**src/rtl/mem_arb_pkg.sv**
```systemverilog
// Shared types for the fetch/data memory port arbiter.
package mem_arb_pkg;

   typedef enum logic [1:0] {OWN_NONE, OWN_I, OWN_D} owner_t;
   typedef enum logic [1:0] {S_IDLE, S_REQ, S_RSP} state_t;

   localparam int DEF_ADDR_W = 64;
   localparam int DEF_DATA_W = 64;
   localparam int BE_W       = DEF_DATA_W / 8;

endpackage

```
**src/rtl/arb_starve_sel.sv**
```systemverilog
// Winner select between fetch and data requests, with a saturating fetch-starvation counter
// that forces a fetch grant once fetch has lost STARVE_LIMIT times in a row.
module arb_starve_sel #(
   parameter int STARVE_LIMIT = 4
) (
   input  logic clk,
   input  logic reset,
   input  logic i_valid,
   input  logic d_valid,
   input  logic grant_en,
   output logic grant_i,
   output logic grant_d
);

   localparam logic [3:0] Limit = 4'(STARVE_LIMIT);

   logic [3:0] starveCnt;

   assign grant_i = i_valid & (~d_valid | (starveCnt == Limit));
   assign grant_d = d_valid & ~grant_i;

   always_ff @(posedge clk) begin
      if (!reset) begin
         starveCnt <= '0;
      end else if (grant_en) begin
         if (grant_i) begin
            starveCnt <= '0;
         end else if (grant_d && i_valid && starveCnt != Limit) begin
            starveCnt <= starveCnt + 4'd1;
         end
      end
   end

endmodule

```
**src/rtl/mem_port_arbiter.sv**
```systemverilog
// Shares one single-ported memory between instruction fetch and load/store data, one
// transaction in flight at a time, data first with guaranteed fetch forward progress.
module mem_port_arbiter
   import mem_arb_pkg::*;
#(
   parameter int ADDR_W       = DEF_ADDR_W,
   parameter int DATA_W       = DEF_DATA_W,
   parameter int STARVE_LIMIT = 4
) (
   input  logic                clk,
   input  logic                reset,
   input  logic                i_req_valid,
   output logic                i_req_ready,
   input  logic [ADDR_W-1:0]   i_req_addr,
   output logic                i_rsp_valid,
   output logic [DATA_W-1:0]   i_rsp_data,
   input  logic                d_req_valid,
   output logic                d_req_ready,
   input  logic [ADDR_W-1:0]   d_req_addr,
   input  logic                d_req_we,
   input  logic [DATA_W-1:0]   d_req_wdata,
   input  logic [DATA_W/8-1:0] d_req_be,
   output logic                d_rsp_valid,
   output logic [DATA_W-1:0]   d_rsp_data,
   output logic                m_req_valid,
   input  logic                m_req_ready,
   output logic [ADDR_W-1:0]   m_req_addr,
   output logic                m_req_we,
   output logic [DATA_W-1:0]   m_req_wdata,
   output logic [DATA_W/8-1:0] m_req_be,
   input  logic                m_rsp_valid,
   input  logic [DATA_W-1:0]   m_rsp_data,
   output logic                err_spurious
);

   state_t state;
   owner_t owner;
   logic   grantEn;
   logic   grantI;
   logic   grantD;

   // Grants are only offered while idle and out of reset.
   assign grantEn     = reset & (state == S_IDLE);
   assign i_req_ready = grantEn & grantI;
   assign d_req_ready = grantEn & grantD;

   arb_starve_sel #(
      .STARVE_LIMIT(STARVE_LIMIT)
   ) uStarveSel (
      .clk     (clk),
      .reset   (reset),
      .i_valid (i_req_valid),
      .d_valid (d_req_valid),
      .grant_en(grantEn),
      .grant_i (grantI),
      .grant_d (grantD)
   );

   always_ff @(posedge clk) begin
      if (!reset) begin
         state        <= S_IDLE;
         owner        <= OWN_NONE;
         m_req_valid  <= 1'b0;
         m_req_addr   <= '0;
         m_req_we     <= 1'b0;
         m_req_wdata  <= '0;
         m_req_be     <= '0;
         i_rsp_valid  <= 1'b0;
         i_rsp_data   <= '0;
         d_rsp_valid  <= 1'b0;
         d_rsp_data   <= '0;
         err_spurious <= 1'b0;
      end else begin
         i_rsp_valid <= 1'b0;
         d_rsp_valid <= 1'b0;
         if (m_rsp_valid && state != S_RSP) begin
            err_spurious <= 1'b1;
         end
         case (state)
            S_IDLE: begin
               if (grantI || grantD) begin
                  m_req_valid <= 1'b1;
                  m_req_addr  <= grantI ? i_req_addr : d_req_addr;
                  m_req_we    <= grantD & d_req_we;
                  m_req_wdata <= grantD ? d_req_wdata : '0;
                  // Reads of either port always fetch the full word.
                  m_req_be    <= (grantD && d_req_we) ? d_req_be : '1;
                  owner       <= grantI ? OWN_I : OWN_D;
                  state       <= S_REQ;
               end
            end
            S_REQ: begin
               if (m_req_ready) begin
                  m_req_valid <= 1'b0;
                  state       <= S_RSP;
               end
            end
            S_RSP: begin
               if (m_rsp_valid) begin
                  if (owner == OWN_I) begin
                     i_rsp_valid <= 1'b1;
                     i_rsp_data  <= m_rsp_data;
                  end else begin
                     d_rsp_valid <= 1'b1;
                     d_rsp_data  <= m_req_we ? '0 : m_rsp_data;
                  end
                  owner <= OWN_NONE;
                  state <= S_IDLE;
               end
            end
            default: state <= S_IDLE;
         endcase
      end
   end

endmodule

```
**config.mk**
```make
export PLATFORM = sky130hd
export DESIGN_NAME = mem_port_arbiter
export DESIGN_NICKNAME = d
export VERILOG_FILES = /design/src/rtl/mem_arb_pkg.sv /design/src/rtl/arb_starve_sel.sv /design/src/rtl/mem_port_arbiter.sv
export SDC_FILE = /design/constraint.sdc
export NUM_CORES = 1
export LEC_CHECK = 0
export ABC_AREA = 0
export BUFFER_PORTS_ARGS = -buffer_cell sky130_fd_sc_hd__buf_2
export CORE_AREA = 2 2 208 210
export DETAILED_ROUTE_END_ITERATION = 7
export DIE_AREA = 0 0 210 212
export PLACE_DENSITY = 0.46
export SYNTH_ARGS = -nofsm -noshare
export SYNTH_HDL_FRONTEND = slang
export SYNTH_SLANG_ARGS = --single-unit
```
**constraint.sdc**
```tcl
create_clock -name clk -period 2.24 [get_ports clk]
set_clock_uncertainty 0.2 [all_clocks]
set_input_delay 0.112 -clock clk [delete_from_list [all_inputs] [get_ports clk]]
set_output_delay 0.112 -clock clk [all_outputs]
set_load 0.01 [all_outputs]
```
==> results of run 1 <==
through the flow:
step	hold slack, ns	setup TNS [ns]	worst slack (ns)
floorplan	0.03769	0	0.2983
global placement	0.1344	0	0.2048
detailed placement	0.1381	0	0.1681
CTS	0.09744	0	0.001974
global route	0.1252	-0.02830	-0.01967
finish	0.1355	0	0.07319
kinds of logic after synthesis:
kind of cell	after synthesis
fa+ha+maj	2
simple gates	353
compound gates	283
buf+inv	98
flops	277
final timing paths:
check / startpoint / endpoint / slack [ns] / cells past startpoint
hold reg to reg: i_rsp_data[5]$_SDFFE_PN0P_ / i_rsp_data[5]$_SDFFE_PN0P_ / 0.24 / 2
setup / recovery: uStarveSel.starveCnt[1]$_SDFFE_PN0P_ / d_req_ready / 0.07 / 7
setup reg to reg: uStarveSel.starveCnt[1]$_SDFFE_PN0P_ / m_req_addr[25]$_SDFFE_PN0P_ / 0.09 / 8
hold / removal: d_req_addr[11] / m_req_addr[11]$_SDFFE_PN0P_ / 0.14 / 3
power groups by stage:
stage / sequential [W] / combinational (W) / clock, W
2_1_floorplan: 0.00551 / 0.000574 / 0
3_5_place_dp: 0.00540 / 0.00143 / 0
3_3_place_gp: 0.00540 / 0.00142 / 0
5_1_grt: 0.00533 / 0.00202 / 0.00556
4_1_cts: 0.00530 / 0.00186 / 0.00538
6_report: 0.00530 / 0.00187 / 0.00522
cells in the mapped netlist (2+ instances only):
cell type    n
buf_4       12
a21boi_0    28
o21ai_0      3
and3_1      64
nand4b_1     2
nand3_1     67
ha_1         2
a31oi_1      2
a22o_1      64
nor2_1       5
nor3_1       2
dfxtp_1    277
a21oi_1     96
and2_1       2
nand2_1    199
nor3b_1      2
nand3b_1     2
inv_1        5
buf_1        6
clkbuf_1    38
a221o_1     64
o221a_2      8
buf_2       31
a21boi_1    13
buf_6        6
worst register-to-register path: cells and delay by family (launching register included):
kind                     cells  cell delay [ns]
AO/OA/AOI/OAI                1             0.36
adder cells (fa/ha/maj)      1             0.13
buffers and inverters        3             0.47
flip-flops                   1             0.35
AND/OR/NAND/NOR              3             0.52
cell type report:
cell class / instances / area share [%]
tap: 546 / 3.998
multi-input combinational: 638 / 22.75
inverter: 5 / 0.1318
timing repair buffer: 845 / 34.53
clock buffer: 48 / 5.462
antenna: 1 / 0.01464
sequential: 277 / 32.49
clock inverter: 12 / 0.6224
sequential cells by signal (all words and copies together) (netlist names):
register	flops
err_spurious	1
owner	2
m_req_we	1
i_rsp_valid	1
m_req_valid	1
d_rsp_data	64
m_req_be	8
state	2
uStarveSel.starveCnt	4
i_rsp_data	64
m_req_addr	64
m_req_wdata	64
d_rsp_valid	1
timing repair:
action	4_1_cts	5_1_grt
setup buffers	9	3
gates cloned	3	1
resized for setup	9	9
setup endpoints to repair	2	50
hold endpoints to repair	276	0
hold buffers	272	0
pin swaps	3	3
routing by layer:
metal,track usage (%),up-vias
li1,-,5225
met1,20.86,5073
met2,29.68,423
met3,4.860,81
met4,7.043,4
met5,0,-
placed cells by master, fill, tap and decap left out, types with 3 or more instances in the layout:
| master | synthesis | layout |
|---|---|---|
| nor2_1 | 5 | 5 |
| clkbuf_1 | 38 | 11 |
| nand2_1 | 199 | 198 |
| and3_1 | 64 | 64 |
| a22o_1 | 64 | 64 |
| clkinv_2 | 0 | 8 |
| buf_4 | 12 | 19 |
| dfxtp_1 | 277 | 274 |
| clkbuf_8 | 0 | 3 |
| a21boi_1 | 13 | 12 |
| a221o_1 | 64 | 64 |
| buf_12 | 0 | 11 |
| a21boi_0 | 28 | 28 |
| nand3_1 | 67 | 67 |
| clkbuf_16 | 0 | 35 |
| a21oi_1 | 96 | 95 |
| o21ai_0 | 3 | 3 |
| dlygate4sd3_1 | 0 | 272 |
| o221a_2 | 8 | 8 |
| buf_2 | 31 | 539 |
==> flow_summary.json, run 1 <==
{
  "grt_pass1_vias": 10779,
  "grt_pass1_wl_um": 61470,
  "synth_area_per_cell_um2": 9.719,
  "die_w_um": 210,
  "cts_root_buffer": "clkbuf_16",
  "antenna_found_initial": 3,
  "place_hpwl_um": 26030,
  "cts_buffer_depth": 3,
  "ys_top_cells_by_area": "dfxtp_1 (56%), nand2_1 (7.6%), a221o_1 (6.5%), a22o_1 (5.7%), a21oi_1 (4.9%)",
  "cts_sinks": 277,
  "place_area_um2": 13070,
  "drtIter0Drc": 636,
  "cts_max_level": 2,
  "yosys_warnings": 0,
  "swShare_pct": 25.92,
  "path_max_fanout": 3,
  "nNetsFinal": 2074,
  "crit_required_ns": 1.93,
  "path_class": "flip-flop to output pin",
  "drive_above_1_share_pct": 35.67,
  "period_share_pct": 96.73,
  "cp.arrival_ns": 1.85,
  "synth_xor_area_share_pct": 0,
  "start_util_pct": 23.16,
  "synth_cell_types": 38,
  "seqPwrFrac_pct": 42.8,
  "cts_buffers": 34,
  "power_w": 0.01239,
  "post-route-drc-count": 0,
  "hold_violations": 0,
  "design_area_um2": 17090,
  "tightest_slew_ns": 0.9444,
  "drv_slew": 0,
  "p_clk_share_pct": 42.1,
  "hold_class": "input port to flip-flop",
  "routed-wl-met2_um": 19760,
  "synthSimpleGateAreaFrac_pct": 16.57,
  "clk_latency_ns": 0.52,
  "synthArstFlopShare_pct": 0,
  "path_cells": "inv_4, ha_4, nand4b_1, and3_4, and2_4, buf_12, buf_4",
  "switching_power_w": 0.003212,
  "p_leak_nw": 8.038,
  "area_growth_pct": 73.55,
  "port-buffer-count": 541,
  "gr-total-overflow": 0,
  "detail_route.vias_per_cell": 4.556,
  "critPathCaptureType": "output pin",
  "relSlewSlack_pct": 37.04,
  "synth_area_um2": 9846,
  "synthAdderAreaFrac_pct": 0.2542,
  "grtUsageTotal_pct": 17.47,
  "regArea_um2": 5552,
  "start_kind": "flip-flop",
  "drv_cap": 0,
  "worst_ir_drop_vdd_mv": 0.5036,
  "max_stage_delay_ns": 0.35,
  "synth-compound-area-share_pct": 21.81,
  "synth_top_area_share_pct": 56.32,
  "outcome": "finished clean",
  "core_area_um2": 42510,
  "ys_ff_latch": 277,
  "p_int_w": 0.009181,
  "p_per_area_nw_per_um2": 725.3,
  "rows": 76,
  "die_area_um2": 44520,
  "min_period_ns": 2.167,
  "place_congestion": 0.7931,
  "clkTransAtPathRegs_ns": 0.06,
  "synth-main-ff-cell": "dfxtp_1",
  "setup_violations": 0,
  "topRoutingLayerUsed": "met5",
  "synth_cells": 1013,
  "cpMaxStageDelayCell": "dfxtp_4",
  "synthMuxAreaShare_pct": 0,
  "synth_top_family_by_area": "compound AO/OA/AOI/OAI gates",
  "critPathTopFamily": "simple AND/OR/NAND/NOR gates",
  "ant_nets": 0,
  "placed_cells": 2024,
  "first_pass_iters": 5,
  "wl_um": 41370,
  "finish.utilization_pct": 40.20,
  "wl_per_cell_um": 17.44,
  "yosysSeqAreaShare_pct": 56.32,
  "cts_tree": "done",
  "timing.fmax_mhz": 461.5,
  "grt_max_degree": 108,
  "p_comb_share_pct": 15.1,
  "dieHeight_um": 212,
  "n_fill_cell": 4253,
  "multiInputGateArea_um2": 3887,
  "io_pins": 542,
  "synth_nets": 1286,
  "yosysTopAreaCell": "dfxtp_1",
  "wl_met1_um": 17410,
  "vias": 10806,
  "synth-edff-count": 0,
  "wl_met3_um": 2811,
  "fin_cells": 2372,
  "path_buf_inv": 3
}
Power figures use the tool's default switching activity.
==> run 2, diff against run 1 <==
- REMOVE_ABC_BUFFERS: unset -> 1
==> run 2 against run 1 <==
  * The run now ends with negative hold slack left
  * Power down 0.73%
  * Via count down 0.80%
  * Combinational power about the same
  * Largest cell class unchanged
  * Largest power group unchanged
==> flow_summary.json, run 2 (synthesized netlist as in run 1, its figures left out) <==
{
  "reg2reg_depth": 8,
  "wl_um": 40080,
  "drv_slew": 0,
  "power_w": 0.01230,
  "hold_depth": 3,
  "clk_latency_ns": 0.53,
  "p_per_area_nw_per_um2": 722.1,
  "place_congestion": 0.7687,
  "core_area_um2": 42510,
  "timing.rr.end": "m_req_addr[59]$_SDFFE_PN0P_",
  "finish.utilization_pct": 40.08,
  "dieHeight_um": 212,
  "drv_cap": 0,
  "cts_sinks": 277,
  "cts_buffers": 34,
  "drtIter0Drc": 580,
  "io_pins": 542,
  "die_w_um": 210,
  "relSlewSlack_pct": 60.20,
  "post-route-drc-count": 0,
  "hold_violations": 1,
  "cts_buffer_depth": 3,
  "path_class": "flip-flop to output pin",
  "detail_route.vias_per_cell": 4.531,
  "grt_pass1_vias": 10780,
  "place_ws_ns": 0.1737,
  "gr-total-overflow": 0,
  "drive_above_1_share_pct": 35.59,
  "port-buffer-count": 541,
  "rows": 76,
  "worst_ir_drop_vdd_mv": 0.4697,
  "critPathCaptureType": "output pin",
  "cp.arrival_ns": 1.85,
  "outcome": "complete, but fails checks",
  "clkTransAtPathRegs_ns": 0.06,
  "path_cells": "inv_2, ha_4, nand4b_1, and3_4, and2_4, buf_12, buf_2",
  "timing.fmax_mhz": 462.0,
  "setup_violations": 0,
  "min_period_ns": 2.165,
  "nNetsFinal": 2071,
  "regToRegSetupSlack_ns": 0.10,
  "cpMaxStageDelayCell": "dfxtp_2",
  "setup_tns_ns": 0,
  "cts_root_buffer": "clkbuf_16",
  "start_kind": "flip-flop",
  "violations": "negative hold slack",
  "cts_max_level": 2,
  "max_stage_delay_ns": 0.34,
  "cts_tree": "done",
  "final_common_cell": "buf_2",
  "vias": 10720,
  "path_max_fanout": 4,
  "crit_required_ns": 1.93,
  "fin_ws_ns": 0.07534,
  "antenna_found_initial": 1,
  "holdPathEnd": "i_rsp_data[22]$_SDFFE_PN0P_",
  "place_hpwl_um": 24870,
  "grt_pass1_wl_um": 60220,
  "die_area_um2": 44520,
  "tightest_slew_ns": 0.5970,
  "ant_nets": 0,
  "holdWs_ns": -0.003632,
  "area_growth_pct": 73.03,
  "layout_common_cells": "buf_2 (540), dfxtp_1 (275), dlygate4sd3_1 (269)",
  "period_share_pct": 96.64,
  "wl_per_cell_um": 16.94,
  "hold_class": "input port to flip-flop",
  "p_leak_nw": 8.007,
  "first_pass_iters": 5,
  "grtUsageTotal_pct": 17.04,
  "start_util_pct": 23.16,
  "r2r-start": "uStarveSel.starveCnt[1]$_SDFFE_PN0P_",
  "hp-start": "reset",
  "grt_max_degree": 115
}
run 2: area by class of cell:
| type | count | area, um2 |
|---|---|---|
| Timing Repair Buffer | 842 | 5879 |
| Inverter | 5 | 20.02 |
| Fill cell | 4194 | 25470 |
| Antenna cell | 2 | 5.005 |
| Clock inverter | 7 | 47.55 |
| Clock buffer | 49 | 968.4 |
| Multi-Input combinational cell | 638 | 3885 |
| Tap cell | 546 | 683.2 |
| Sequential cell | 277 | 5548 |
run 2: worst max-delay path by stage:
stage | start | to | slack (ns) | depth (start not counted)
2_1_floorplan | reset | m_req_addr[0]$_SDFFE_PN0P_ | -3.22 | 3
3_3_place_gp | uStarveSel.starveCnt[0]$_SDFFE_PN0P_ | m_req_addr[36]$_SDFFE_PN0P_ | 0.23 | 7
3_5_place_dp | state[1]$_SDFFE_PN0P_ | m_req_addr[28]$_SDFFE_PN0P_ | 0.17 | 5
4_1_cts | uStarveSel.starveCnt[0]$_SDFFE_PN0P_ | i_req_ready | -0.007 | 7
5_1_grt | uStarveSel.starveCnt[1]$_SDFFE_PN0P_ | d_req_ready | -0.02 | 7
6_report | uStarveSel.starveCnt[1]$_SDFFE_PN0P_ | d_req_ready | 0.08 | 7
run 2: critical path, delay by kind of cell, from the launching register on:
kind / cells / cell delay [ns]
adders and majority gates: 1 / 0.13
and+or+nand+nor: 3 / 0.51
DFF: 1 / 0.34
buffers and inverters: 3 / 0.34
run 2: repair_timing:
action | in CTS | in global routing
pin swaps | 2 | 1
hold buffers | 269 | 0
buffers inserted | 7 | 5
hold endpoints to repair | 275 | 0
resized for setup | 10 | 4
gates cloned | 3 | 0
setup endpoints to repair | 2 | 22
run 2: report_power, final:
| group | internal [W] | leakage, nW | total [W] | switching [W] |
|---|---|---|---|---|
| combinational | 0.000956 | 5.25 | 0.00185 | 0.000891 |
| clock | 0.00300 | 0.493 | 0.00515 | 0.00215 |
| sequential | 0.00518 | 2.26 | 0.00531 | 0.000128 |
run 2: per-stage QoR:
stage	std cells	instance area, um2
2_1_floorplan	920	9368
3_3_place_gp	2024	13090
3_5_place_dp	2024	13090
4_1_cts	2359	16980
5_1_grt	2364	17030
6_report	2366	17040
run 2: per-layer routing:
layer  up-vias  GRT usage, %  routed length [um]  share of wire [%]
met1      4951         20.73               16940                 42
met2       460         28.38               18860                 47
met3        93         4.712                2827                7.1
met4         0         7.190                1447                3.6
li1       5216             -                   -                  -
met5         -             0                   0                  0
